$ cat config.mk
export PLATFORM = sky130hd
export DESIGN_NAME = complex_acc
export DESIGN_NICKNAME = d
export VERILOG_FILES = /design/src/rtl/complex_acc.sv
export SDC_FILE = /design/constraint.sdc
export NUM_CORES = 1
export LEC_CHECK = 0
export BUFFER_PORTS_ARGS = -buffer_cell sky130_fd_sc_hd__buf_2
export CAP_MARGIN = 20
export CORE_MARGIN = 2
export CORE_UTILIZATION = 65
export CTS_BUF_LIST = sky130_fd_sc_hd__clkbuf_8
export CTS_CLUSTER_SIZE = 14
export DETAILED_ROUTE_END_ITERATION = 6
export PLACE_DENSITY = 0.88
export REMOVE_ABC_BUFFERS = 1
export SLEW_MARGIN = 20
export SYNTH_ARGS = -nofsm -noshare
export SYNTH_HDL_FRONTEND = slang
export SYNTH_SLANG_ARGS = --single-unit
$ cat constraint.sdc
create_clock -name i_clk -period 6.58 [get_ports i_clk]
set_input_delay 1.316 -clock i_clk [delete_from_list [all_inputs] [get_ports i_clk]]
set_output_delay 1.316 -clock i_clk [all_outputs]
set_load 0.01 [all_outputs]
$ cat src/rtl/complex_acc.sv
// Frame accumulator for packed complex samples {re, im}: sums LEN accepted samples per
// component and presents one packed sum per frame with a sticky signed-overflow flag.
module complex_acc #(
    parameter int N     = 16,
    parameter int ACC_W = 16,
    parameter int LEN   = 8
) (
    input  logic                 i_clk,
    input  logic                 i_rst,
    input  logic                 i_clr,
    input  logic                 i_in_valid,
    output logic                 o_in_ready,
    input  logic [N-1:0]         i_din,
    output logic                 o_out_valid,
    input  logic                 i_out_ready,
    output logic [2*ACC_W-1:0]   o_out_data,
    output logic                 o_out_ovf
);

    localparam int H     = N / 2;
    localparam int CNT_W = (LEN > 1) ? $clog2(LEN) : 1;
    localparam logic [CNT_W-1:0] LAST = CNT_W'(LEN - 1);

    typedef enum logic {S_ACCUM, S_HOLD} state_t;

    state_t              r_state;
    state_t              w_state_nxt;

    logic [ACC_W-1:0]    r_acc_re;
    logic [ACC_W-1:0]    r_acc_im;
    logic [CNT_W-1:0]    r_cnt;
    logic                r_ovf;
    logic [2*ACC_W-1:0]  r_out_data;
    logic                r_out_ovf;

    logic signed [H-1:0] w_re_in;
    logic signed [H-1:0] w_im_in;
    logic [ACC_W-1:0]    w_s_re;
    logic [ACC_W-1:0]    w_s_im;
    logic [ACC_W-1:0]    w_sum_re;
    logic [ACC_W-1:0]    w_sum_im;
    logic                w_ovf_re;
    logic                w_ovf_im;
    logic                w_ovf_add;
    logic                w_in_ready;
    logic                w_accept;
    logic                w_last;

    assign w_re_in = i_din[N-1:H];
    assign w_im_in = i_din[H-1:0];

    // Sizing casts of signed operands sign-extend each component to the accumulator width.
    assign w_s_re = ACC_W'(w_re_in);
    assign w_s_im = ACC_W'(w_im_in);

    assign w_sum_re = r_acc_re + w_s_re;
    assign w_sum_im = r_acc_im + w_s_im;

    assign w_ovf_re  = (r_acc_re[ACC_W-1] == w_s_re[ACC_W-1]) &&
                       (w_sum_re[ACC_W-1] != r_acc_re[ACC_W-1]);
    assign w_ovf_im  = (r_acc_im[ACC_W-1] == w_s_im[ACC_W-1]) &&
                       (w_sum_im[ACC_W-1] != r_acc_im[ACC_W-1]);
    assign w_ovf_add = w_ovf_re | w_ovf_im;

    // A held result only blocks input until the consumer takes it in the same cycle.
    assign w_in_ready = (r_state == S_ACCUM) || i_out_ready;
    // Abort beats a concurrent sample, so a cleared cycle never counts as an accept.
    assign w_accept   = i_in_valid && w_in_ready && !i_clr;
    assign w_last     = w_accept && (r_cnt == LAST);

    always_comb begin
        w_state_nxt = r_state;
        unique case (r_state)
            S_ACCUM: if (w_last) w_state_nxt = S_HOLD;
            S_HOLD:  if (i_out_ready && !w_last) w_state_nxt = S_ACCUM;
            default: w_state_nxt = S_ACCUM;
        endcase
    end

    always_ff @(posedge i_clk) begin
        if (i_rst) begin
            r_state    <= S_ACCUM;
            r_acc_re   <= '0;
            r_acc_im   <= '0;
            r_cnt      <= '0;
            r_ovf      <= 1'b0;
            r_out_data <= '0;
            r_out_ovf  <= 1'b0;
        end else begin
            r_state <= w_state_nxt;
            if (i_clr) begin
                r_acc_re <= '0;
                r_acc_im <= '0;
                r_cnt    <= '0;
                r_ovf    <= 1'b0;
            end else if (w_accept) begin
                if (w_last) begin
                    r_acc_re   <= '0;
                    r_acc_im   <= '0;
                    r_cnt      <= '0;
                    r_ovf      <= 1'b0;
                    r_out_data <= {w_sum_re, w_sum_im};
                    r_out_ovf  <= r_ovf | w_ovf_add;
                end else begin
                    r_acc_re <= w_sum_re;
                    r_acc_im <= w_sum_im;
                    r_cnt    <= r_cnt + 1'b1;
                    r_ovf    <= r_ovf | w_ovf_add;
                end
            end
        end
    end

    assign o_in_ready  = w_in_ready;
    assign o_out_valid = (r_state == S_HOLD);
    assign o_out_data  = r_out_data;
    assign o_out_ovf   = r_out_ovf;

endmodule

* Word-level counts from Yosys, hierarchy flattened *
Index checks and enable logic that the tools add are counted.

storage, ports and cells
  flip-flop bits (word level) = 70
  input port bits = 21
  word-level logic and storage cells = 37

cells by class
  add/subtract/negate cells = 3
  equal/unequal tests = 5
  muxes and demuxes = 7
  bitwise logic cells = 4
  reductions and logical operators = 11

operator list
  kind                 number
  $add 16x16->16       2
  $mux 16              2
  $logic_and 1x1->1    6
  $add 3x1->3 const B  1
  $eq 3x3->1 const B   1
  $mux 1               3
  $mux 3               1
  $reduce_and 3->1     1
  $eq 1x1->1           2
  $logic_not 1->1      2
  $ne 1x1->1           2
  $not 1->1            2
  $or 1x1->1           2
  $pmux 1 s2           1
  $reduce_or 2->1      1
  $logic_or 1x1->1     1

* Depth between registers and ports, before layout *
  word-level depth = 9
  mapped depth = 9

* Least setup slack after synthesis *
OpenSTA, ideal clock, no wires.

  path kind = input to register
  from = in i_din[0]
  to = reg r_out_data[14] (netlist: o_out_data[14])
  data arrival time = 3.255 ns
  required time = 6.518 ns
  slack = 3.263 ns
  stages on the path = 8
  path buffers = 0
  path through = ha_1 fa_1 a21o_1 a31o_1 nor3b_4 o32a_1 a311o_1 nand3_1

on the way
  longest elaborated chain between the ends = 1

ends and longest elaborated chain
  item                  RTL line  text
  start, declared       13        input logic [N-1:0] i_din,
  $add 16x16->16        57        assign w_sum_im = r_acc_im + w_s_im;
  end signal, assigned  102       r_out_data <= {w_sum_re, w_sum_im};
  end, declared         33        logic [2*ACC_W-1:0] r_out_data;

No other way between the ends.
A chain may end at the register's enable or synchronous reset.

* Worst setup path in the final report *
  from = in i_rst
  to = reg r_acc_im[15]

on the way
  longest elaborated chain between the ends = 1

ends and longest elaborated chain
  item                       RTL line  text
  start, declared            9         input logic i_rst,
  $reduce_or 2->1 (no line)  -
  end signal, assigned       106       r_acc_im <= w_sum_im;
  end, declared              30        logic [ACC_W-1:0] r_acc_im;

No other way between the ends.

==> reports/metrics.csv <==
stage,metric,value,unit
run_status,status,"finished, final reports clean",
cts,root buf cell,clkbuf_8,
setup_path,crit-path cells,buf_2 > buf_4 > or2_2 > nor3_1 > o211ai_1 > nand3_1,
power,Reg power frac,0.472,
setup_path,Bufs and invs on worst path,2,
finish,share of layout cells above drive strength 1,0.174,
floorplan,die area,7130,µm²
detailed_routing,wire per inst,16.1,µm
cts,CTS H-tree lvls,3,
cts,PostCTS Resize Cnt,0,
timing,Final Cycle Share,0.500,
timing,Fin Clk Skew,0.00718,ns
synthesis,synth top area cells,"dfxtp_1 (33%), ha_1 (9.5%), a21oi_1 (6.4%)",
placed_design,post-DP HPWL,6980,µm
synthesis,Post-synth EDFFs,0,
setup_path,Critical Path RT,6.86,ns
timing,headroom to the max-slew limit,0.315,
setup_path,kind of critical path,in -> reg,
synthesis,post-synthesis async set-or-reset flop share,0,
timing,setup_tns,0,ns
cts,CTS tree,yes,
timing,Setup WS post-layout,3.29,ns
power,P per Cell Area,196,nW/µm²
floorplan,core area,6310,µm²
finish,n_diodes,0,
cts,clock buffer depth,2,
synthesis,Post-Syn Instances,503,
detailed_routing,drt pass-1 iters,5,
detailed_routing,DR vias,3981,
setup_path,CP arrival,3.57,ns
finish,post-route cell area,4700,µm²
finish,final core occ,0.745,
power,Gate power share,0.144,
detailed_routing,Via density,6.34,
timing,RSZ-0062 raised after global routing,no,
timing,Max Freq,304,MHz
placed_design,input/output buffers,55,
detailed_routing,DRT antenna net count,0,
synthesis,Synth area leader,dfxtp_1,
power,Pint,666,µW
global_routing,initial antenna violation count,0,
synthesis,post-synthesis sequential area ratio,0.333,
floorplan,row cnt,29,
synthesis,share of the synthesized area in the top cell type,0.333,
synthesis,main flop type after synthesis,dfxtp_1,
cts,cts bufs inserted,9,
global_routing,global-route wire length before repair,17400,µm
cts,hold_buf cts,0,
worst_hold_path,Min-Delay Path Class,reg -> reg,
finish,nets,601,
setup_path,slowest CP cell,nor3_1,
detailed_routing,Routed WL,10100,µm
setup_path,Worst setup SP type,input port,
power,P_sw,255,µW
global_routing,GR peak layer,met2,
placed_design,Placer Congestion,0.907,
cts,clk_lat worst skew,0.35,ns
global_routing,vias in the first global route,3861,
floorplan,Die Y,84.5,µm
synthesis,number of synthesis warnings,0,
placed_design,Placed Area,4500,µm²
timing,fin. max-slew vios,0,
power,leakage,0.00208,µW
setup_path,worst-path fanout max,52,
cts,CTS clock-pin slew for the worst setup and hold paths,0.08,ns
timing,final hold violations,0,
synthesis,Post-Syn Area,4210,µm²
synthesis,Seq cells post-synth,70,
floorplan,Initial Util,0.666,
global_routing,grt ovf,0,
synthesis,syn avg cell area,8.37,µm²
global_routing,grt met3 use,0.0580,
floorplan,Die Width,84.5,µm
power,VDD IR max,165,µV
global_routing,GR Util met1,0.364,
power,Net Sw Frac,0.277,
timing,Slew @ Worst Pin,1.02,ns
placed_design,pre-CTS WS,2.97,ns
cts,Post-CTS Setup Inserts,0,
setup_path,max incr delay on CP,0.85,ns
global_routing,largest net degree at the start of global routing,53,
finish,fill count,479,
run,max cap viols,0,
global_routing,GRT Util Overall,0.295,
global_routing,grt met2 use,0.502,
setup_path,CP Capture Type,flop,
finish,Syn-to-layout area delta,11.7,%
timing,Final Setup Violations,0,
detailed_routing,DRC viols,0,
detailed_routing,DRT iter0 DRCs,295,
synthesis,Synth cell types,67,
floorplan,I/O pin total,56,
power,Clk pwr share,0.384,
timing,fin crit period,3.29,ns
cts,clock net sink count,70,
setup_path,"CP delay by family, top",simple AND/OR/NAND/NOR gates,
-- power groups by stage --
stage / Combinational [µW] / Sequential [µW] / Clock, µW
final: 133 / 435 / 353
after global routing: 147 / 435 / 372
after floorplan: 92.6 / 443 / 0
after global placement: 124 / 444 / 0
after CTS: 131 / 435 / 357
after detailed placement: 129 / 444 / 0
-- cells in the final DEF (no fill, tap or decap), drive strengths merged, types with 3 or more instances in the layout --
cell type	netlist	layout
a211o	7	7
or2	7	7
nand3	19	19
clkinv	0	4
o21a	7	7
or3	5	5
or4	4	4
dfxtp	70	70
nor4	3	3
inv	5	5
o211ai	10	10
nor2	40	40
nand2b	5	5
a21oi	55	55
nor2b	3	3
buf	11	60
nor3	12	12
nand3b	6	6
o21ai	19	19
a211oi	7	7
nor3b	8	8
and3	8	8
ha	32	32
nand4	7	7
clkbuf	17	10
a32o	3	3
xor2	5	5
a2111oi	3	3
xnor2	14	14
a22oi	10	10
o21bai	6	6
nand2	54	54
a21o	12	12
-- flip-flops by register name, summed over array words and instances (netlist names) --
| register | cells |
|---|---|
| o_out_data | 32 |
| o_out_ovf | 1 |
| o_out_valid | 1 |
| r_acc_im | 16 |
| r_acc_re | 16 |
| r_cnt | 3 |
| r_ovf | 1 |
-- cells by family after synthesis --
| kind of cell | Yosys count | share of synthesized area |
|---|---|---|
| AO/OA/AOI/OAI | 157 | 0.258 |
| flip-flops | 70 | 0.333 |
| adder cells (fa/ha/maj) | 34 | 0.105 |
| AND/OR/NAND/NOR | 188 | 0.227 |
| buffers and inverters | 33 | 0.0327 |
| XOR/XNOR | 19 | 0.0395 |
| multiplexers | 2 | 0.00476 |
-- per-stage QoR --
step | std cells | total power (µW) | hold slack, ns
final | 628 | 921 | 0.453
after detailed placement | 612 | 573 | 0.443
after global routing | 628 | 955 | 0.469
after floorplan | 475 | 536 | 0.429
after global placement | 612 | 568 | 0.440
after CTS | 628 | 922 | 0.454
-- synthesized netlist by cell type, types with 3 or more instances --
| master | n |
|---|---|
| dfxtp_1 | 70 |
| a21oi_1 | 54 |
| nand2_1 | 54 |
| nor2_1 | 40 |
| ha_1 | 32 |
| nand3_1 | 19 |
| o21ai_0 | 18 |
| clkbuf_1 | 16 |
| xnor2_1 | 14 |
| nor3_1 | 12 |
| a21o_1 | 11 |
| a22oi_1 | 10 |
| buf_2 | 10 |
| o211ai_1 | 10 |
| and3_1 | 8 |
| a211o_1 | 7 |
| nand4_1 | 7 |
| nor3b_1 | 7 |
| o21a_1 | 7 |
| a211oi_1 | 6 |
| nand3b_1 | 6 |
| or2_2 | 6 |
| inv_1 | 5 |
| nand2b_1 | 5 |
| o21bai_1 | 5 |
| xor2_1 | 5 |
| or3_1 | 4 |
| a32o_1 | 3 |
| nor2b_1 | 3 |
| nor4_1 | 3 |
| or4_1 | 3 |
-- routing by layer --
| metal | vias to the layer above | routed length (µm) |
|---|---|---|
| met1 | 1864 | 4510 |
| li1 | 1946 | - |
| met5 | - | 0 |
| met2 | 146 | 4860 |
| met4 | 0 | 226 |
| met3 | 25 | 521 |
-- layout make-up --
cell class / instances / area [µm²] / share of cell area
Sequential cell: 70 / 1400 / 0.298
Inverter: 5 / 18.8 / 0.00399
Clock inverter: 6 / 61.3 / 0.0130
Timing Repair Buffer: 60 / 313 / 0.0665
Multi-Input combinational cell: 400 / 2670 / 0.569
Clock buffer: 10 / 138 / 0.0293
Tap cell: 77 / 96.3 / 0.0205
-- worst min-delay path: cells and delay by family, from the launching register on --
| kind | cells | cell delay [ns] |
|---|---|---|
| simple gates | 1 | 0.05 |
| compound gates | 1 | 0.05 |
| flops | 1 | 0.31 |
-- path summary, 6_finish.rpt --
check / from / endpoint / slack, ns / cells after the start
setup / recovery: i_rst / r_acc_im[15] / 3.29 / 6
hold / removal: o_out_data[25] / o_out_data[25] / 0.45 / 2
setup reg to reg: r_acc_im[0] / o_out_data[14] / 4.08 / 8
hold reg to reg: o_out_data[25] / o_out_data[25] / 0.45 / 2
(Power assumes the default switching activity.)
